===== src/rtl/fb_pkg.sv =====
// rtl/fb_pkg.sv - shared framebuffer geometry, widths, state encoding and address helper
package fb_pkg;

    localparam int SCREEN_W = 320;
    localparam int SCREEN_H = 240;
    localparam int FB_DEPTH = 76800;
    localparam int FB_AW    = 17;
    localparam int COLOUR_W = 3;
    localparam int X_W      = 11;
    localparam int Y_W      = 10;

    typedef enum logic {
        IDLE  = 1'b0,
        CLEAR = 1'b1
    } fbState_t;

    // Y*320 built from shifts so no multiplier is needed.
    function automatic logic [FB_AW-1:0] pixelAddr(input logic [X_W-1:0] x,
                                                   input logic [Y_W-1:0] y);
        logic [FB_AW-1:0] yWide;
        yWide = FB_AW'(y);
        return (yWide << 8) + (yWide << 6) + FB_AW'(x);
    endfunction

endpackage


===== src/rtl/plot_fifo.sv =====
// rtl/plot_fifo.sv - synchronous FIFO with same-cycle push and pop allowed when full
module plot_fifo #(
    parameter int WIDTH = 24,
    parameter int DEPTH = 4
) (
    input  logic             iClock,
    input  logic             iResetn,
    input  logic             iPush,
    input  logic             iPop,
    input  logic [WIDTH-1:0] iData,
    output logic [WIDTH-1:0] oData,
    output logic             oFull,
    output logic             oEmpty
);

    localparam int AW = $clog2(DEPTH);
    localparam logic [AW:0] FULL_COUNT = (AW+1)'(DEPTH);

    logic [WIDTH-1:0] mem [DEPTH];
    logic [AW-1:0]    wrPtr;
    logic [AW-1:0]    rdPtr;
    logic [AW:0]      count;
    logic             doPop;
    logic             doPush;

    assign oEmpty = (count == '0);
    assign oFull  = (count == FULL_COUNT);
    assign oData  = mem[rdPtr];
    assign doPop  = iPop && !oEmpty;
    // A pop in the same cycle frees the slot a full FIFO needs for the push.
    assign doPush = iPush && (!oFull || doPop);

    always_ff @(posedge iClock) begin
        if (doPush) begin
            mem[wrPtr] <= iData;
        end
    end

    always_ff @(posedge iClock or negedge iResetn) begin
        if (!iResetn) begin
            wrPtr <= '0;
            rdPtr <= '0;
            count <= '0;
        end else begin
            if (doPush) begin
                wrPtr <= wrPtr + AW'(1);
            end
            if (doPop) begin
                rdPtr <= rdPtr + AW'(1);
            end
            if (doPush && !doPop) begin
                count <= count + (AW+1)'(1);
            end else if (doPop && !doPush) begin
                count <= count - (AW+1)'(1);
            end
        end
    end

endmodule


===== src/rtl/framebuffer_plot_writer.sv =====
// rtl/framebuffer_plot_writer.sv - plot stream to framebuffer write port with clear engine
module framebuffer_plot_writer
    import fb_pkg::*;
#(
    parameter logic [COLOUR_W-1:0] BG_COLOUR  = '0,
    parameter int                  FIFO_DEPTH = 4
) (
    input  logic                iClock,
    input  logic                iResetn,
    input  logic [X_W-1:0]      iX,
    input  logic [Y_W-1:0]      iY,
    input  logic [COLOUR_W-1:0] iColour,
    input  logic                iPlot,
    input  logic                iClear,
    output logic [FB_AW-1:0]    oAddr,
    output logic [COLOUR_W-1:0] oData,
    output logic                oWren,
    output logic                oBusy,
    output logic                oClearDone,
    output logic [7:0]          oDropCount,
    output logic [7:0]          oOobCount
);

    localparam int ENTRY_W = X_W + Y_W + COLOUR_W;

    fbState_t            state;
    logic [FB_AW-1:0]    clearCnt;
    logic [ENTRY_W-1:0]  headEntry;
    logic [X_W-1:0]      headX;
    logic [Y_W-1:0]      headY;
    logic [COLOUR_W-1:0] headColour;
    logic                fifoFull;
    logic                fifoEmpty;
    logic                fifoPop;
    logic                fifoPush;
    logic                inRange;
    logic                oobHit;
    logic                dropHit;

    assign inRange  = (iX < X_W'(SCREEN_W)) && (iY < Y_W'(SCREEN_H));
    assign fifoPop  = (state == IDLE) && !iClear && !fifoEmpty;
    assign fifoPush = iPlot && inRange && (!fifoFull || fifoPop);
    assign oobHit   = iPlot && !inRange;
    assign dropHit  = iPlot && inRange && fifoFull && !fifoPop;
    assign oBusy    = (state == CLEAR) || !fifoEmpty;

    assign {headX, headY, headColour} = headEntry;

    plot_fifo #(
        .WIDTH (ENTRY_W),
        .DEPTH (FIFO_DEPTH)
    ) u_plot_fifo (
        .iClock  (iClock),
        .iResetn (iResetn),
        .iPush   (fifoPush),
        .iPop    (fifoPop),
        .iData   ({iX, iY, iColour}),
        .oData   (headEntry),
        .oFull   (fifoFull),
        .oEmpty  (fifoEmpty)
    );

    always_ff @(posedge iClock or negedge iResetn) begin
        if (!iResetn) begin
            oOobCount  <= '0;
            oDropCount <= '0;
        end else begin
            if (oobHit && (oOobCount != 8'hFF)) begin
                oOobCount <= oOobCount + 8'd1;
            end
            if (dropHit && (oDropCount != 8'hFF)) begin
                oDropCount <= oDropCount + 8'd1;
            end
        end
    end

    always_ff @(posedge iClock or negedge iResetn) begin
        if (!iResetn) begin
            state      <= IDLE;
            clearCnt   <= '0;
            oAddr      <= '0;
            oData      <= '0;
            oWren      <= 1'b0;
            oClearDone <= 1'b0;
        end else begin
            oWren      <= 1'b0;
            oClearDone <= 1'b0;
            case (state)
                IDLE: begin
                    if (iClear) begin
                        state    <= CLEAR;
                        clearCnt <= '0;
                    end else if (fifoPop) begin
                        oAddr <= pixelAddr(headX, headY);
                        oData <= headColour;
                        oWren <= 1'b1;
                    end
                end
                CLEAR: begin
                    // One extra cycle after the last write raises the done pulse.
                    if (clearCnt == FB_AW'(FB_DEPTH)) begin
                        state      <= IDLE;
                        oClearDone <= 1'b1;
                    end else begin
                        oAddr    <= clearCnt;
                        oData    <= BG_COLOUR;
                        oWren    <= 1'b1;
                        clearCnt <= clearCnt + FB_AW'(1);
                    end
                end
                default: state <= IDLE;
            endcase
        end
    end

endmodule


===== config.mk =====
export PLATFORM = sky130hd
export DESIGN_NAME = framebuffer_plot_writer
export DESIGN_NICKNAME = d
export VERILOG_FILES = /design/src/rtl/fb_pkg.sv /design/src/rtl/plot_fifo.sv /design/src/rtl/framebuffer_plot_writer.sv
export SDC_FILE = /design/constraint.sdc
export NUM_CORES = 1
export LEC_CHECK = 0
export BUFFER_PORTS_ARGS = -buffer_cell sky130_fd_sc_hd__buf_2
export CORE_UTILIZATION = 50
export DETAILED_ROUTE_END_ITERATION = 6
export PLACE_DENSITY_LB_ADDON = 0.15
export SETUP_SLACK_MARGIN = 0.5
export SYNTH_ARGS = -nofsm -noshare
export SYNTH_HDL_FRONTEND = slang
export SYNTH_SLANG_ARGS = --single-unit
export TNS_END_PERCENT = 5

===== constraint.sdc =====
create_clock -name iClock -period 10.67 [get_ports iClock]
set_input_delay 1.067 -clock iClock [delete_from_list [all_inputs] [get_ports iClock]]
set_output_delay 1.067 -clock iClock [all_outputs]
set_load 0.03 [all_outputs]

# Yosys cells after proc, flatten, opt, wreduce, memory -nomap -nowiden
# Memory sizes are Yosys's and may differ from the RTL's.
# Index checks and enable logic that the tools add are counted.
# totals
mem_bits_rw,96
in_bits,28
n_memories,1
wordCells,83
out_inout_bits,39
ff_bits,63
# mem_list
name,depth,width,read_ports,rd_clocked_by_memory_dff,wr,line,text
u_plot_fifo.mem,4,24,1,0,1,plot_fifo.sv:19,logic [WIDTH-1:0] mem [DEPTH];
# op_classes
eq_ne,8
reduce_logical,28
n_lt_le_gt_ge,2
bitwise,1
n_mux,23
n_addsub,9
# op_table
cell,n
$mux 17,5
$pmux 17 s2,2
$add 17x1->17 const B,1
$add 17x11->17,1
$add 17x16->17,1
$eq 17x17->1 const B,1
$add 8x1->8 const B,2
$ne 8x8->1 const B,2
$mux 3,5
$logic_and 1x1->1,14
$lt 11x9->1 const B,1
$lt 10x8->1 const B,1
$mux 1,8
$ne 2x2->1 const B,4
$logic_not 1->1,7
$pmux 3 s2,1
$add 2x1->2 const B,2
$pmux 1 s2,2
$add 3x1->3 const B,1
$eq 3x3->1 const B,1
$logic_not 3->1,1
$logic_or 1x1->1,3
$reduce_and 3->1,1
$sub 3x1->3 const B,1
other kinds (3),3

# Logic depth before layout (Yosys ltp)
# Gate-level depths: netlist of the first run.
# logic_depth
depth_word,10
mapped_depth,14

# By module
# From an unflattened synthesis of the first run, not the netlist that was laid out.
# unflattened
cells_unflattened,505
area_unflattened_um2,7226.9
# by_module_without_submodules
module,seq_area_each_um2,cells_per_inst,area_per_inst_um2,n_inst
plot_fifo,3057.9,161,3937.5,1
framebuffer_plot_writer,1401.3,344,3289.4,1

# Worst setup path after synthesis of the first run
# OpenSTA, ideal clock, no wires.
# synth_path
kind,register to register
start,register u_plot_fifo.rdPtr[0]
end,register oAddr[14]
t_required_ns,10.540
t_arrival_ns,3.627
setup_ns,0.130
path_stages_with_launch,13
n_path_buf,3
slack_ns,6.912
cell_sequence,dfrtp_1 buf_2 buf_2 buf_2 mux4_2 fa_1 ha_1 o21ai_0 o21ai_0 or3_1 a31oi_1 xor2_1 o21ai_0
# synth_via
elab_chain_len,6
# synth_lines
item,line,text
start: declaration,plot_fifo.sv:21,logic [AW-1:0] rdPtr;
start signal: assignment,plot_fifo.sv:49,rdPtr <= rdPtr + AW'(1);
$mem_v2 4x24 *,n/a,
$add 17x16->17,fb_pkg.sv:22,return (yWide << 8) + (yWide << 6) + FB_AW'(x);
$add 17x11->17 *,fb_pkg.sv:22,
$mux 17 *,framebuffer_plot_writer.sv:93,end else if (fifoPop) begin
$mux 17 *,framebuffer_plot_writer.sv:90,if (iClear) begin
$pmux 17 s2 *,framebuffer_plot_writer.sv:88,case (state)
end signal: assignment,framebuffer_plot_writer.sv:94,"oAddr <= pixelAddr(headX, headY);"
end signal: assignment,framebuffer_plot_writer.sv:105,oAddr <= clearCnt;
end: declaration,framebuffer_plot_writer.sv:15,"output logic [FB_AW-1:0] oAddr,"
# Mark *: on every way between the ends. The rest lies on a longest branch, timed or not. The select of a mux whose other input is x is not followed.
# A chain may end at the register's enable or synchronous reset.

# Worst setup path after layout of the first run
# Ends and elaborated chain as after synthesis.

==> results.json, run 1 <==
{
  "status": "finished clean",
  "drc_errors": 0,
  "worstSetupPathType": "register to register",
  "met2_usage": 0.3054,
  "ys_ff_latch": 159,
  "cp-end-kind": "register",
  "cp_top_family": "compound AO/OA/AOI/OAI gates",
  "synth_area_leaders": "edfxtp_1 (41%), dfrtp_1 (22%), mux4_2 (7.6%)",
  "antennaDiodeCount": 0,
  "cts-root-buf": "clkbuf_16",
  "cts_tree": "yes",
  "core_area_um2": 13880,
  "via_per_inst": 5.470,
  "synth_area_um2": 7106,
  "slowest_delay_ps": 580,
  "min_path_type": "register to register",
  "final_max_slew_viol_count": 0,
  "gr-usage-met3": 0.05028,
  "yosysMostFrequentCell": "edfxtp_1",
  "worst_pin_slew_ps": 828.4,
  "synth_async_sr_flop_share": 0.3962,
  "nFillCells": 1105,
  "syn-num-nets": 562,
  "setup_viol": 0,
  "yosysWarnings": 0,
  "synth_seq_area_share": 0.6276,
  "synth_edf_count": 96,
  "pin_count": 67,
  "drive_gt1_frac": 0.2290,
  "drtIter0Drc": 280,
  "nets": 639,
  "postCtsHoldBufs": 0,
  "start_util": 0.5119,
  "multiInputGateArea_um2": 2502,
  "postRouteAntennaNets": 0,
  "avgSynthCellArea_um2": 14.10,
  "slew_headroom": 0.4477,
  "critPathArrivalTime_ps": 4050,
  "yosysTopAreaCell": "edfxtp_1",
  "period_needed_ps": 3750,
  "layout.area.seq_um2": 4459,
  "die_w_um": 121.2,
  "timing.fmax_mhz": 266.7,
  "fp-row-count": 43,
  "antenna_found_initial": 0,
  "first_global_vias": 4131,
  "start_kind": "register",
  "synth_ff_type": "edfxtp_1",
  "period_share": 0.3515,
  "clkTransAtPathRegs_ps": 60,
  "dr.pass1.iters": 4,
  "vias": 4234,
  "clockBufferDepth": 2,
  "clock_skew_ps": 7.905,
  "leakagePower_nw": 3.318,
  "grt_max_degree": 64,
  "cts_inserted_buffers": 17,
  "place_congestion": 0.8017,
  "cts_max_level": 4,
  "path_cells": "buf_4 > mux4_2 > inv_1 > fa_1 > inv_1 > ha_1 > a211oi_1 > o21ai_0 > or3_1 > a31oi_1 > xor2_1 > o21ai_0",
  "critPathRequiredTime_ps": 10970,
  "post_drt_wl_per_cell_um": 17.40,
  "cts_resized": 0,
  "hold_viol_final": 0,
  "die_y_um": 121.2,
  "grt_use_met1": 0.2805,
  "grt.total_usage": 0.2024,
  "cap_violations": 0,
  "p_total_mw": 1.787,
  "yosys.cell_types.count": 43,
  "synth_common_cells": "edfxtp_1 (96), dfrtp_1 (63), nand2_1 (52)",
  "io_buffer_count": 66,
  "final_cell_area_um2": 8219,
  "path_buf_inv": 3,
  "synth_top_area_frac": 0.4057,
  "grt_busiest_layer": "met2",
  "syn_to_final_growth_pct": 15.67,
  "place_area_um2": 7660,
  "clock-sinks": 159,
  "wirelength_um": 13470,
  "tns_ps": 0,
  "fin_util": 0.5921,
  "synthCells": 504,
  "dp_hpwl_um": 9245,
  "p_per_area_nw_per_um2": 217.4,
  "grt_setup_unrepaired": "false",
  "postCtsSetupBuffers": 0,
  "critPathSlowestCell": "mux4_2",
  "grt_pass1_wl_um": 21820,
  "grt_overflow": 0,
  "timing.hold.ws_ps": 476.2,
  "cp_max_fo": 23,
  "clock_latency_ps": 430,
  "die_area_um2": 14690,
  "peakVddDrop_mv": 0.1543
}
-- final timing paths --
check	from	to	slack, ps	cells after the start
max in group asynchronous	iResetn	oOobCount[0]	9290	2
min	oAddr[0]	oAddr[0]	480	2
min in group asynchronous	iResetn	oWren	820	2
min reg2reg	oAddr[0]	oAddr[0]	480	2
max reg2reg	u_plot_fifo.rdPtr[0]	oAddr[14]	6920	12
max	u_plot_fifo.rdPtr[0]	oAddr[14]	6920	12
-- registers in the layout, summed over array words and instances (netlist names) --
signal             cells
clearCnt              17
oAddr                 17
oClearDone             1
oData                  3
oDropCount             8
oOobCount              8
oWren                  1
state                  1
u_plot_fifo.count      3
u_plot_fifo.mem       96
u_plot_fifo.rdPtr      2
u_plot_fifo.wrPtr      2
-- layer usage --
metal	part of all wire	up-vias
met5	0	-
met2	0.47	98
met1	0.47	2085
met3	0.045	19
met4	0.017	0
li1	-	2032
-- through the flow --
| step | worst slack (ps) | instances |
|---|---|---|
| 5_1_grt | 6561 | 774 |
| 2_1_floorplan | 6912 | 504 |
| 6_report | 6920 | 774 |
| 3_3_place_gp | 6937 | 742 |
| 3_5_place_dp | 6863 | 742 |
| 4_1_cts | 6823 | 774 |
-- worst register-to-register path, delay by kind of cell (launching register included) --
family | cells | cell delay [ps]
AO/OA/AOI/OAI | 4 | 790
flip-flops | 1 | 450
AND/OR/NAND/NOR | 1 | 320
buffers and inverters | 3 | 610
XOR/XNOR | 1 | 160
multiplexers | 1 | 590
adder cells (fa/ha/maj) | 2 | 700
-- cells in the final DEF, fill, tap and decap left out, types with 4 or more instances in the layout --
cell type / instances
a21o_1: 4
ha_1: 25
xor2_1: 11
and2_1: 6
dfrtp_1: 63
buf_2: 66
nor4b_1: 4
mux4_2: 24
a211oi_1: 5
nand2_1: 52
nand2b_1: 6
nor3_1: 8
a21oi_1: 10
edfxtp_1: 96
xnor2_1: 19
and3_1: 10
o31ai_1: 4
inv_1: 17
nor2_1: 24
mux2_2: 4
buf_4: 10
mux2i_1: 10
o21ai_0: 34
nand3_1: 6
fa_1: 5
o211ai_1: 4
nand4_1: 7
inv_6: 4
clkbuf_16: 17
o21a_1: 4
-- power by group --
group	switching (mW)	total, mW	internal, mW
clock network	0.251	0.575	0.324
registers	0.0720	0.789	0.717
logic	0.244	0.422	0.178
-- cell families after synthesis --
| kind of cell | count (synthesis) | share of synthesized area |
|---|---|---|
| muxes | 38 | 0.09650 |
| AOI/OAI and AO/OA | 74 | 0.06498 |
| buffers and inverters | 36 | 0.02025 |
| xor gates and xnor gates | 30 | 0.03698 |
| adders and majority gates | 30 | 0.05811 |
| DFF | 159 | 0.6276 |
| and+or+nand+nor | 137 | 0.09562 |
-- cell type report --
cell class	instances	area share
multi-input cells	309	0.3045
clock inverters	14	0.01583
inverters	18	0.008220
clock buffers	18	0.05222
repair buffers	76	0.04932
flip-flops and latches	159	0.5425
well taps	180	0.02740
Power figures use the tool's default switching activity.
==> inputs of run 2 (changes only) <==
==> constraint.sdc (replaced) <==
create_clock -name iClock -period 3.9 [get_ports iClock]
set_input_delay 0.39 -clock iClock [delete_from_list [all_inputs] [get_ports iClock]]
set_output_delay 0.39 -clock iClock [all_outputs]
set_load 0.03 [all_outputs]
==> run 2 against run 1 <==
Compared with the run above:
- power grew to 2.8 times the previous value
- first-iteration DRC count is 24% lower
- worst setup slack got worse by 6300 ps
- sequential share of layout area fell by 0.72 points
- largest power group unchanged
- critical path depth is 1 lower
- clock skew up 4.6 ps
- non-clock buffer count rose by 6
- utilization grew 0.81 points
- register-to-register slack worse by 6300 ps
==> results.json, run 2 (synthesis gave the netlist of run 1 again) <==
{
  "gr-usage-met3": 0.06062,
  "rrSetupSlack_ps": 650,
  "worst_pin_slew_ps": 1129,
  "slowest_delay_ps": 580,
  "met2_usage": 0.3439,
  "cp-end-kind": "register",
  "wirelength_um": 13840,
  "final_cell_area_um2": 8332,
  "place_area_um2": 7672,
  "fin_util": 0.6002,
  "period_share": 0.8332,
  "cts_inserted_buffers": 17,
  "fin_ws_ps": 650.4,
  "worstSetupPathType": "register to register",
  "vias": 4295,
  "grt_use_met1": 0.2816,
  "clock_skew_ps": 12.50,
  "period_needed_ps": 3250,
  "critPathRequiredTime_ps": 4200,
  "critPathSlowestCell": "mux4_2",
  "antennaDiodeCount": 0,
  "cts_max_level": 4,
  "place_congestion": 0.7964,
  "setup_viol": 0,
  "nFillCells": 1109,
  "pin_count": 67,
  "cts-root-buf": "clkbuf_16",
  "drive_gt1_frac": 0.2517,
  "clock_latency_ps": 430,
  "p_per_area_nw_per_um2": 597.3,
  "clock-sinks": 159,
  "startpoint": "u_plot_fifo.rdPtr[0]",
  "grt_busiest_layer": "met2",
  "hold_viol_final": 0,
  "fin_cells": 780,
  "path_cells": "mux4_2 > inv_1 > fa_1 > inv_1 > ha_1 > a211oi_2 > o21ai_1 > or3_1 > a31oi_2 > xor2_1 > o21ai_0",
  "via_per_inst": 5.506,
  "dp.cells": 743,
  "dp_hpwl_um": 9625,
  "fp-row-count": 43,
  "grt_pass1_wl_um": 23140,
  "critPathArrivalTime_ps": 3550,
  "cp_max_fo": 7,
  "grt_overflow": 0,
  "syn_to_final_growth_pct": 17.26,
  "start_kind": "register",
  "r2r_cells": 11,
  "peakVddDrop_mv": 0.3951,
  "nets": 645,
  "dr.pass1.iters": 4,
  "reg_top3": "u_plot_fifo.mem: 96 flops, clearCnt: 17 flops, oAddr: 17 flops",
  "p_total_mw": 4.976,
  "cts_tree": "yes",
  "cp_common_cell": "inv_1",
  "die_w_um": 121.2,
  "start_util": 0.5119,
  "first_global_vias": 4398,
  "drtIter0Drc": 214,
  "antenna_found_initial": 0,
  "die_y_um": 121.2,
  "core_area_um2": 13880,
  "timing.fmax_mhz": 307.7,
  "min_path_type": "primary input to asynchronous set/reset pin",
  "die_area_um2": 14690,
  "clockBufferDepth": 2,
  "status": "finished clean",
  "regMostFlops": "u_plot_fifo.mem",
  "largest_reg_flops": 96,
  "grt_max_degree": 49,
  "post_drt_wl_per_cell_um": 17.74,
  "tns_ps": 0,
  "worstReg2RegEnd": "oAddr[14]",
  "drc_errors": 0,
  "multiInputGateArea_um2": 2529,
  "leakagePower_nw": 3.355,
  "post-place-ws_ps": 372.2,
  "final_max_slew_viol_count": 0,
  "grt.total_usage": 0.2126,
  "slew_headroom": 0.2475,
  "postCtsHoldBufs": 0,
  "r2r-start": "u_plot_fifo.rdPtr[0]",
  "clkTransAtPathRegs_ps": 70,
  "layout_commonest_cell": "edfxtp_1",
  "io_buffer_count": 66,
  "grt_setup_unrepaired": "true",
  "cap_violations": 0,
  "layout.area.seq_um2": 4461,
  "postRouteAntennaNets": 0,
  "timing.hold.ws_ps": 178.2,
  "endpoint": "oAddr[14]",
  "final_cell_mix": "edfxtp_1 (96), buf_2 (66), dfrtp_1 (62), nand2_1 (52), o21ai_0 (32)"
}
run 2: cell types whose count changed in the layout (fill, tap and decap cells not counted), moves of 2 or more:
cell	change
clkinv_1	-2
clkinv_2	-2
clkinv_4	-2
a211oi_1	-2
clkinv_8	+2
inv_8	+3
o21ai_0	-2
a211oi_2	+2
clkinvlp_4	+2
buf_4	+3
run 2: worst min path at each step:
| stage | endpoint | slack, ps |
|---|---|---|
| 2_1_floorplan | clearCnt[0] | 90 |
| 3_3_place_gp | oAddr[3] | 470 |
| 3_5_place_dp | oAddr[1] | 470 |
| 4_1_cts | u_plot_fifo.mem[0][14] | 160 |
| 5_1_grt | u_plot_fifo.mem[2][16] | 160 |
| 6_report | clearCnt[13] | 180 |
run 2: cell type report:
cell class              count  share of cell area
inverters                  18            0.008109
clock buffers              18             0.05151
flip-flops and latches    159              0.5354
multi-input cells         309              0.3035
repair buffers             82             0.05692
clock inverters            14             0.01757
well taps                 180             0.02703
run 2: timing repair:
| item | in CTS | in global routing |
|---|---|---|
| endpoints found under the setup margin | 3 | 4 |
| pin swaps | 0 | 2 |
| resized for setup | 2 | 11 |
| setup buffers | 0 | 5 |
run 2: power by group:
group | internal, mW | switching [mW] | leakage [nW]
registers | 1.96 | 0.204 | 1.65
clock network | 0.853 | 0.741 | 0.273
logic | 0.527 | 0.690 | 1.43
run 2: critical path, delay by kind of cell (launching register included):
kind | cells | cell delay [ps]
adders and majority gates | 2 | 710
AOI/OAI and AO/OA | 4 | 680
muxes | 1 | 580
DFF | 1 | 500
and+or+nand+nor | 1 | 330
buffers and inverters | 2 | 170
xor gates and xnor gates | 1 | 160
run 2: metal layers:
layer  vias to the layer above  wire length [um]
li1                       2042                 -
met1                      2158              6290
met2                        86              6832
met3                         9               607
met4                         0               108
met5                         -                 0
